$ cat config.mk
export PLATFORM = sky130hd
export DESIGN_NAME = inertial_pulse_filter
export DESIGN_NICKNAME = d
export VERILOG_FILES = /design/src/rtl/inertial_pulse_filter.sv
export SDC_FILE = /design/constraint.sdc
export NUM_CORES = 1
export LEC_CHECK = 0
export CAP_MARGIN = 20
export CORE_MARGIN = 5
export CORE_UTILIZATION = 50
export DETAILED_ROUTE_END_ITERATION = 7
export PLACE_DENSITY = 0.8
export SLEW_MARGIN = 5
export SYNTH_ARGS = -nofsm -noshare
export SYNTH_HDL_FRONTEND = slang
export SYNTH_SLANG_ARGS = --single-unit
export TNS_END_PERCENT = 20
$ cat constraint.sdc
create_clock -name clk -period 3.76 [get_ports clk]
set_clock_uncertainty 0.1 [all_clocks]
set_input_delay 0.564 -clock clk [delete_from_list [all_inputs] [get_ports clk]]
set_output_delay 0.564 -clock clk [all_outputs]
set_load 0.005 [all_outputs]
$ cat src/rtl/inertial_pulse_filter.sv
// -----------------------------------------------------------------------------
// inertial_pulse_filter
//
// Clocked model of gate inertial delay for a notif1 data/control pair. Each of
// the two independent channels forwards a change of its raw input only once
// the change has persisted for DELAY sampled edges. Shorter pulses are
// swallowed and counted in a saturating per-channel rejection counter.
//
// Parameters
//   DELAY     minimum persistence in cycles for a change to propagate (1..255)
//   CW        width of the rejection counters
//   CTRL_RST  reset value of ctrl_o
//
// Ports
//   clk       rising-edge clock
//   rst       synchronous, active-high reset
//   inp       raw data input
//   ctrl      raw enable input
//   rej_clr   synchronous clear of both rejection counters (wins over a
//             rejection on the same edge)
//   inp_o     filtered data (notif1 data)
//   ctrl_o    filtered enable (notif1 control)
//   busy      high while either channel is waiting out a pending change
//   inp_rej   saturating count of rejected data pulses
//   ctrl_rej  saturating count of rejected enable pulses
// -----------------------------------------------------------------------------
module inertial_pulse_filter #(
   parameter int unsigned DELAY    = 4,
   parameter int unsigned CW       = 8,
   parameter logic        CTRL_RST = 1'b1
) (
   input  logic          clk,
   input  logic          rst,
   input  logic          inp,
   input  logic          ctrl,
   input  logic          rej_clr,
   output logic          inp_o,
   output logic          ctrl_o,
   output logic          busy,
   output logic [CW-1:0] inp_rej,
   output logic [CW-1:0] ctrl_rej
);

   typedef enum logic {
      STABLE  = 1'b0,
      PENDING = 1'b1
   } state_t;

   // The edge that first sees the change already counts as one cycle, and the
   // commit happens on the edge where cnt is zero, hence DELAY-2.
   localparam logic [7:0] CNT_INIT = (DELAY > 1) ? 8'(DELAY - 2) : 8'd0;
   // Index 0 is the data channel, index 1 the enable channel.
   localparam logic [1:0] Q_RST    = {CTRL_RST, 1'b0};

   function automatic logic [CW-1:0] sat_inc(input logic [CW-1:0] v);
      return (v == {CW{1'b1}}) ? v : v + CW'(1);
   endfunction

   logic [1:0]    raw;
   logic [1:0]    q;
   logic [1:0]    q_nxt;
   state_t        state     [2];
   state_t        state_nxt [2];
   logic [7:0]    cnt       [2];
   logic [7:0]    cnt_nxt   [2];
   logic [CW-1:0] rej       [2];
   logic [CW-1:0] rej_nxt   [2];

   assign raw = {ctrl, inp};

   always_ff @(posedge clk) begin
      if (rst) begin
         q <= Q_RST;
         for (int i = 0; i < 2; i++) begin
            state[i] <= STABLE;
            cnt[i]   <= 8'd0;
            rej[i]   <= '0;
         end
      end else begin
         q <= q_nxt;
         for (int i = 0; i < 2; i++) begin
            state[i] <= state_nxt[i];
            cnt[i]   <= cnt_nxt[i];
            rej[i]   <= rej_nxt[i];
         end
      end
   end

   always_comb begin
      q_nxt = q;
      for (int i = 0; i < 2; i++) begin
         state_nxt[i] = state[i];
         cnt_nxt[i]   = cnt[i];
         rej_nxt[i]   = rej[i];
         case (state[i])
            STABLE: begin
               if (raw[i] != q[i]) begin
                  if (DELAY == 1) begin
                     q_nxt[i] = raw[i];
                  end else begin
                     cnt_nxt[i]   = CNT_INIT;
                     state_nxt[i] = PENDING;
                  end
               end
            end
            PENDING: begin
               // q is one bit, so raw == q means the pulse ended early.
               if (raw[i] == q[i]) begin
                  rej_nxt[i]   = sat_inc(rej[i]);
                  state_nxt[i] = STABLE;
               end else if (cnt[i] == 8'd0) begin
                  q_nxt[i]     = raw[i];
                  state_nxt[i] = STABLE;
               end else begin
                  cnt_nxt[i] = cnt[i] - 8'd1;
               end
            end
            default: state_nxt[i] = STABLE;
         endcase
         if (rej_clr) begin
            rej_nxt[i] = '0;
         end
      end
   end

   assign inp_o    = q[0];
   assign ctrl_o   = q[1];
   assign busy     = (state[0] == PENDING) | (state[1] == PENDING);
   assign inp_rej  = rej[0];
   assign ctrl_rej = rej[1];

endmodule
==> results.md, run 1 <==
* Worst r2r path cells at 6
* PortBufs at 23
* Top Ports at 24
* Ys flop type: dfxtp_1
* Crit Path Class: in -> reg
* Sequential area share after synthesis at 0.379
* EDFF count, synth at 0
* Site Rows at 22
* Reg-to-Reg Start: cnt[0][0]
* Met2 routed WL at 1.79 mm
* Initial antenna violation count at 0
* DR WL/cell at 14.1 um
* Fillers at 332
* RSZ-0062 raised after global routing: false
* Worst Min Path Start: cnt[0][0]
* First-pass GRT wire length at 6.71 mm
* Post-placement setup slack at 1280 ps
* Hold EP: cnt[0][0]
* Die height at 71.7 um
* Via count at 1702
* H-tree Lvls at 2
* Setup total negative slack at 0 ps
* Arrival time of the worst setup path at 2350 ps
* CTS clk-pin slew, worst paths at 70 ps
* Routed metal-1 wirelength at 1.90 mm
* Area grow syn2layout at 19.1%
* Die Span X at 71.7 um
* Syn Area/Cell at 9.01 sq um
* Initial Util at 0.519
* Cell taking the most area after synthesis: dfxtp_1
* Vias in the first global route at 1483
* Synth top area cells: dfxtp_1 38%, a21oi_1 4.2%, ha_1 3.9%, nor2_1 3.9%, a211oi_1 3.2%
* Cell variety after synth at 51
* CTS Buf Count at 5
* XOR/XNOR Fraction of Synth Area at 0.0704
* R2r setup slk at 1800 ps
* Power Total at 1.15 mW
* Largest net degree at the start of global routing at 19
* CTS root buf: clkbuf_8
* Post-cts repair resize count at 0
* P per Cell Area at 510 nW/um^2
* Synth Area in Compound Gates at 0.226
* CTS Sinks at 36
* Max-cap violations at 0
* Startpoint types: input port
* Fin crit share at 0.597
* Layout Cells excl Fill at 285
* Met3 WL at 205 um
* Hold_ws at 397 ps
* Routability cong. at 0.769
* CTS Buffer Depth at 2
* Top-area cell type share of the netlist area at 0.379
* Cts hold-fix bufs at 0
* Mux cell area share after synthesis at 0.00526
* Async set or reset register ratio after synthesis at 0
* Highest metal used: met4
* Crit path time final at 2250 ps
* Cells after DPL at 277
* Total core area at 3660 sq um
* Detailed-route wire length at 4.01 mm
* Hold Path Stages at 2
* Nets at 247
* Cells after Synth at 211
* Largest family of logic cells by synthesized area: simple AND/OR/NAND/NOR gates
* Syn. warnings at 0
* Syn Nets at 222
* Diodes inserted at 0
* Reg2Reg Capture Point: cnt[0][7]
* Gr usage total at 0.162
* WP data required at 3870 ps
* Layout cell share with drive strength beyond 1 at 0.0886
* Finished Core Util at 0.619
* Maximum clock rate at 445 MHz
* Die area at 5140 sq um
* Final Max Tran Viols at 0
* Worst Setup End Kind: flop
* Insertion delay to the later sink of the worst-skew pair at 290 ps
* Tightest Pin Transition at 691 ps
* Post-Synth Adder-Cell Area at 0.0395
* Remaining DRCs at 0
* Via density at 5.97
* Setup ws final at 1510 ps
* Final hold violations at 0
* Synth Area in Simple Gates at 0.250
* Drt first pass iters at 4
* Hpwl dp at 2.78 mm
* Fin area at 2270 sq um
* Post-CTS Repair Setup Buffers at 0
* Antenna Violating Nets Remaining at 0
* Total grt overflow at 0
* Peak VDD IR at 310 uV
* Setup violators final at 0
* Crit-path max FO at 10
* Mapped cell area at 1900 sq um
* Cell area after placement at 2170 sq um
* #FFs+latches synth at 36
* Starting DRC count in detailed routing at 140
* Max transition margin at 0.533
* Hold Crit Class: reg -> reg
* Status: completed
* Leakage at 0.792 nW
* CTS tree: built
==> area by class of cell <==
type                       count  area [sq um]  share of cell area
sequential                    36           721               0.318
clock inverter                 2          10.0             0.00442
multi-input combinational    160          1120               0.496
timing repair buffer          23           230               0.102
clock buffer                   6          82.6              0.0364
inverter                      10          37.5              0.0166
tap                           48          60.1              0.0265
==> logic make-up after synthesis <==
kind of cell,Yosys count
AND/OR/NAND/NOR,79
AO/OA/AOI/OAI,63
flip-flops,36
buffers and inverters,15
XOR/XNOR,11
adder cells (fa/ha/maj),6
multiplexers,1
==> flip-flops by register name, indices dropped and copies added (netlist names) <==
register  flops
rej          16
cnt          16
q             2
state         2
==> synthesized netlist by cell type (3+ instances only) <==
cell type	number
dfxtp_1	36
nor2_1	20
a21oi_1	16
nand2_1	12
inv_1	10
o21ai_0	10
a211oi_1	8
nand3_1	7
ha_1	6
or3_1	6
a21o_1	5
clkbuf_1	5
nand4_1	5
xnor2_1	5
nor3_1	4
or4_1	4
xor2_1	4
and3_1	3
nor3b_1	3
o311ai_0	3
==> worst max-delay path, cell delays in order <==
cell,delay [ps]
clkdlybuf4s50_1,540
xnor2_4,370
o2111ai_1,270
or3_1,420
a21oi_1,190
==> where the power goes <==
group          leakage, nW  internal [mW]  switching, mW  total [mW]
sequential           0.292          0.427         0.0668       0.494
combinational        0.448          0.180          0.195       0.375
clock               0.0510          0.146          0.139       0.286
==> per-layer routing <==
layer / global-route usage / vias up
li1: - / 857
met1: 0.210 / 784
met2: 0.245 / 49
met3: 0.0421 / 12
met4: 0.0856 / 0
met5: 0 / -
==> cells in the final DEF (no fill, tap or decap), types with 2 or more instances in the layout <==
master            n
and3_1            3
xnor2_4           2
o41ai_1           2
or4_1             4
clkdlybuf4s50_1  23
nand2_1          12
xnor2_1           5
o31ai_1           2
a211oi_1          8
nor3_1            4
nor2_1           20
or3_1             6
nor3b_1           3
xor2_1            4
nor4_4            2
or2_2             2
a311oi_1          2
ha_1              6
o311ai_0          3
a21oi_1          16
inv_1            10
o22ai_1           2
clkbuf_8          6
a21o_1            5
nand4_1           5
nor4_1            2
clkinv_2          2
nand3_1           7
dfxtp_1          36
o21ai_0          10
==> worst max-delay path by stage <==
stage,startpoint,end,slack (ps),cells past startpoint
2_1_floorplan,cnt[0][8],cnt[0][13],2000,6
3_3_place_gp,rst,cnt[0][4],1340,5
3_5_place_dp,inp,rej[0][4],1280,5
4_1_cts,state[0][0],busy,1550,2
5_1_grt,inp,rej[0][4],1420,5
6_report,inp,rej[0][4],1510,5
(Power assumes the default switching activity.)
==> run 2: changes to the inputs <==
--- a/config.mk
+++ b/config.mk
@@ -7,9 +7,9 @@
 export LEC_CHECK = 0
 export CAP_MARGIN = 20
 export CORE_MARGIN = 5
-export CORE_UTILIZATION = 50
+export CORE_UTILIZATION = 49
 export DETAILED_ROUTE_END_ITERATION = 7
-export PLACE_DENSITY = 0.8
+export PLACE_DENSITY = 0.82
 export SLEW_MARGIN = 5
 export SYNTH_ARGS = -nofsm -noshare
 export SYNTH_HDL_FRONTEND = slang
==> constraint.sdc (replaced) <==
create_clock -name clk -period 1.9 [get_ports clk]
set_clock_uncertainty 0.1 [all_clocks]
set_input_delay 0.285 -clock clk [delete_from_list [all_inputs] [get_ports clk]]
set_output_delay 0.285 -clock clk [all_outputs]
set_load 0.005 [all_outputs]
==> run 2 against run 1 <==
  * Die area increased by 1.8%
  * First-iteration DRC count shrank 16%
  * Final cell count rose by 8.4%
  * Worst setup slack lost 1400 ps
  * Wire length up 8.5%
  * Sequential cell count unchanged
  * Count of clock-buffer cells in the layout up 2
  * Largest cell class unchanged
  * Largest power group unchanged
==> results.md, run 2 (same netlist as run 1, synthesis figures left out) <==
* Tightest Pin Transition at 488 ps
* Largest regs: cnt: 16 flops, rej: 16 flops
* Final hold violations at 0
* Drt first pass iters at 6
* Final Max Tran Viols at 0
* Routability cong. at 0.812
* Largest net degree at the start of global routing at 12
* Site Rows at 22
* Worst r2r path cells at 6
* CTS Sinks at 36
* Post-placement setup slack at -157 ps
* Crit-path max FO at 4
* Initial antenna violation count at 0
* Reg-to-Reg Start: cnt[0][9]
* Total core area at 3720 sq um
* Commonest non-fill, non-tap cells in the layout: 35 x dfxtp_1, 24 x buf_4, 23 x clkdlybuf4s50_1
* Hold EP: cnt[0][15]
* Logic pwr share at 0.371
* Setup ws final at 78.0 ps
* Diodes inserted at 0
* Hold Path Stages at 2
* Maximum clock rate at 549 MHz
* Via count at 1792
* Startpoint types: flop
* Status: completed
* CTS Buf Count at 5
* H-tree Lvls at 2
* Initial Util at 0.512
* Reg2Reg Capture Point: cnt[0][13]
* Hold Crit Class: reg -> reg
* Internal power at 1.61 mW
* WP data required at 1980 ps
* Die height at 72.3 um
* Starting DRC count in detailed routing at 118
* Worst-path cell chain: inv_1 -> ha_1 -> and4bb_2 -> a21o_1 -> o31a_1 -> o21ba_2
* Layout cell share with drive strength beyond 1 at 0.172
* PortBufs at 23
* Slowest cell on the critical path: dfxtp_1
* Crit path time final at 1820 ps
* DR WL/cell at 14.1 um
* Max-cap violations at 0
* P per Cell Area at 992 nW/um^2
* CTS clk-pin slew, worst paths at 70 ps
* CTS Buffer Depth at 2
* CTS root buf: clkbuf_8
* Fillers at 318
* Hold_ws at 415 ps
* Vias in the first global route at 1716
* Crit Path Class: reg -> reg
* Worst Setup End Kind: flop
* Top Ports at 24
* Sw Share at 0.336
* Psw at 0.817 mW
* Die Span X at 72.3 um
* Die area at 5230 sq um
* Max transition margin at 0.669
* Post-CTS Repair Setup Buffers at 0
* Worst Min Path Start: cnt[0][15]
* First-pass GRT wire length at 7.60 mm
* Antenna Violating Nets Remaining at 0
* Most common cell after layout, fill and taps aside: dfxtp_1
* Setup violators final at 0
* Area grow syn2layout at 28.9%
* Arrival time of the worst setup path at 1910 ps
* Clk network pwr share at 0.228
* CTS tree: built
* Insertion delay to the later sink of the worst-skew pair at 280 ps
* Remaining DRCs at 0
* Hpwl dp at 3.23 mm
* Peak VDD IR at 588 uV
* Total grt overflow at 0
* Gr usage total at 0.184
* R2r setup slk at 80 ps
* CP max stage delay at 370 ps
* Fin crit share at 0.959
* Nets at 271
* Via density at 5.80
* RSZ-0062 raised after global routing: true
* Flop pwr share at 0.401
* Leakage at 0.903 nW
* Detailed-route wire length at 4.35 mm
## run 2: changes by cell type in the layout (fill, tap and decap cells not counted)
cell      before  now
dfxtp_1       36   35
dfxtp_2        0    1
o311ai_1       0    2
clkbuf_1       0    2
clkinv_2       2    0
nor4_1         2    1
buf_4          0   24
nor4_2         0    1
o311ai_0       3    1
## run 2: worst max-delay path: cells and delay by family, from the launching register on
family / cells / cell delay (ps)
buf+inv: 1 / 90
fa+ha+maj: 1 / 220
compound gates: 3 / 700
flops: 1 / 370
simple gates: 1 / 240
## run 2: metrics by stage
step	util	power, mW	setup TNS, ps	instance area, sq um	instances
after floorplan	-	1.56	0	1900	211
final	0.660	2.43	0	2450	309
after global routing	0.660	2.61	0	2450	309
after global placement	0.633	1.85	-256	2350	301
after CTS	0.658	2.43	0	2440	309
after detailed placement	0.633	1.87	-685	2350	301
## run 2: power by group through the flow
| stage | registers [mW] | logic (mW) | clock network, mW |
|---|---|---|---|
| after floorplan | 0.961 | 0.596 | 0 |
| after detailed placement | 0.982 | 0.883 | 0 |
| after global placement | 0.981 | 0.865 | 0 |
| after global routing | 0.993 | 0.998 | 0.615 |
| final | 0.974 | 0.901 | 0.555 |
| after CTS | 0.967 | 0.888 | 0.580 |
## run 2: final cells by class
cell class	count	area (sq um)	share of cell area
Multi-Input combinational cell	160	1130	0.461
Sequential cell	36	722	0.295
Timing Repair Buffer	47	410	0.167
Clock buffer	8	90.1	0.0368
Tap cell	48	60.1	0.0245
Inverter	10	37.5	0.0153
## run 2: how the worst max path moves through the flow
stage | startpoint | endpoint | cells after the start
6_report | cnt[0][9] | cnt[0][13] | 6
5_1_grt | cnt[0][9] | cnt[0][9] | 6
4_1_cts | cnt[0][8] | cnt[0][13] | 7
3_5_place_dp | inp | rej[0][7] | 6
3_3_place_gp | inp | rej[0][4] | 5
2_1_floorplan | cnt[0][8] | cnt[0][13] | 6
## run 2: routing by layer
metal / vias up / wire [um] / GRT usage
met5: - / 0 / 0
met4: 0 / 86 / 0.0793
met3: 8 / 240 / 0.0499
met2: 46 / 2070 / 0.301
met1: 842 / 1960 / 0.226
li1: 896 / - / -
## run 2: what timing repair did
item | in CTS | in global routing
resized for setup | 0 | 4
endpoints found under the setup margin | 0 | 7
hold buffers | 0 | 0
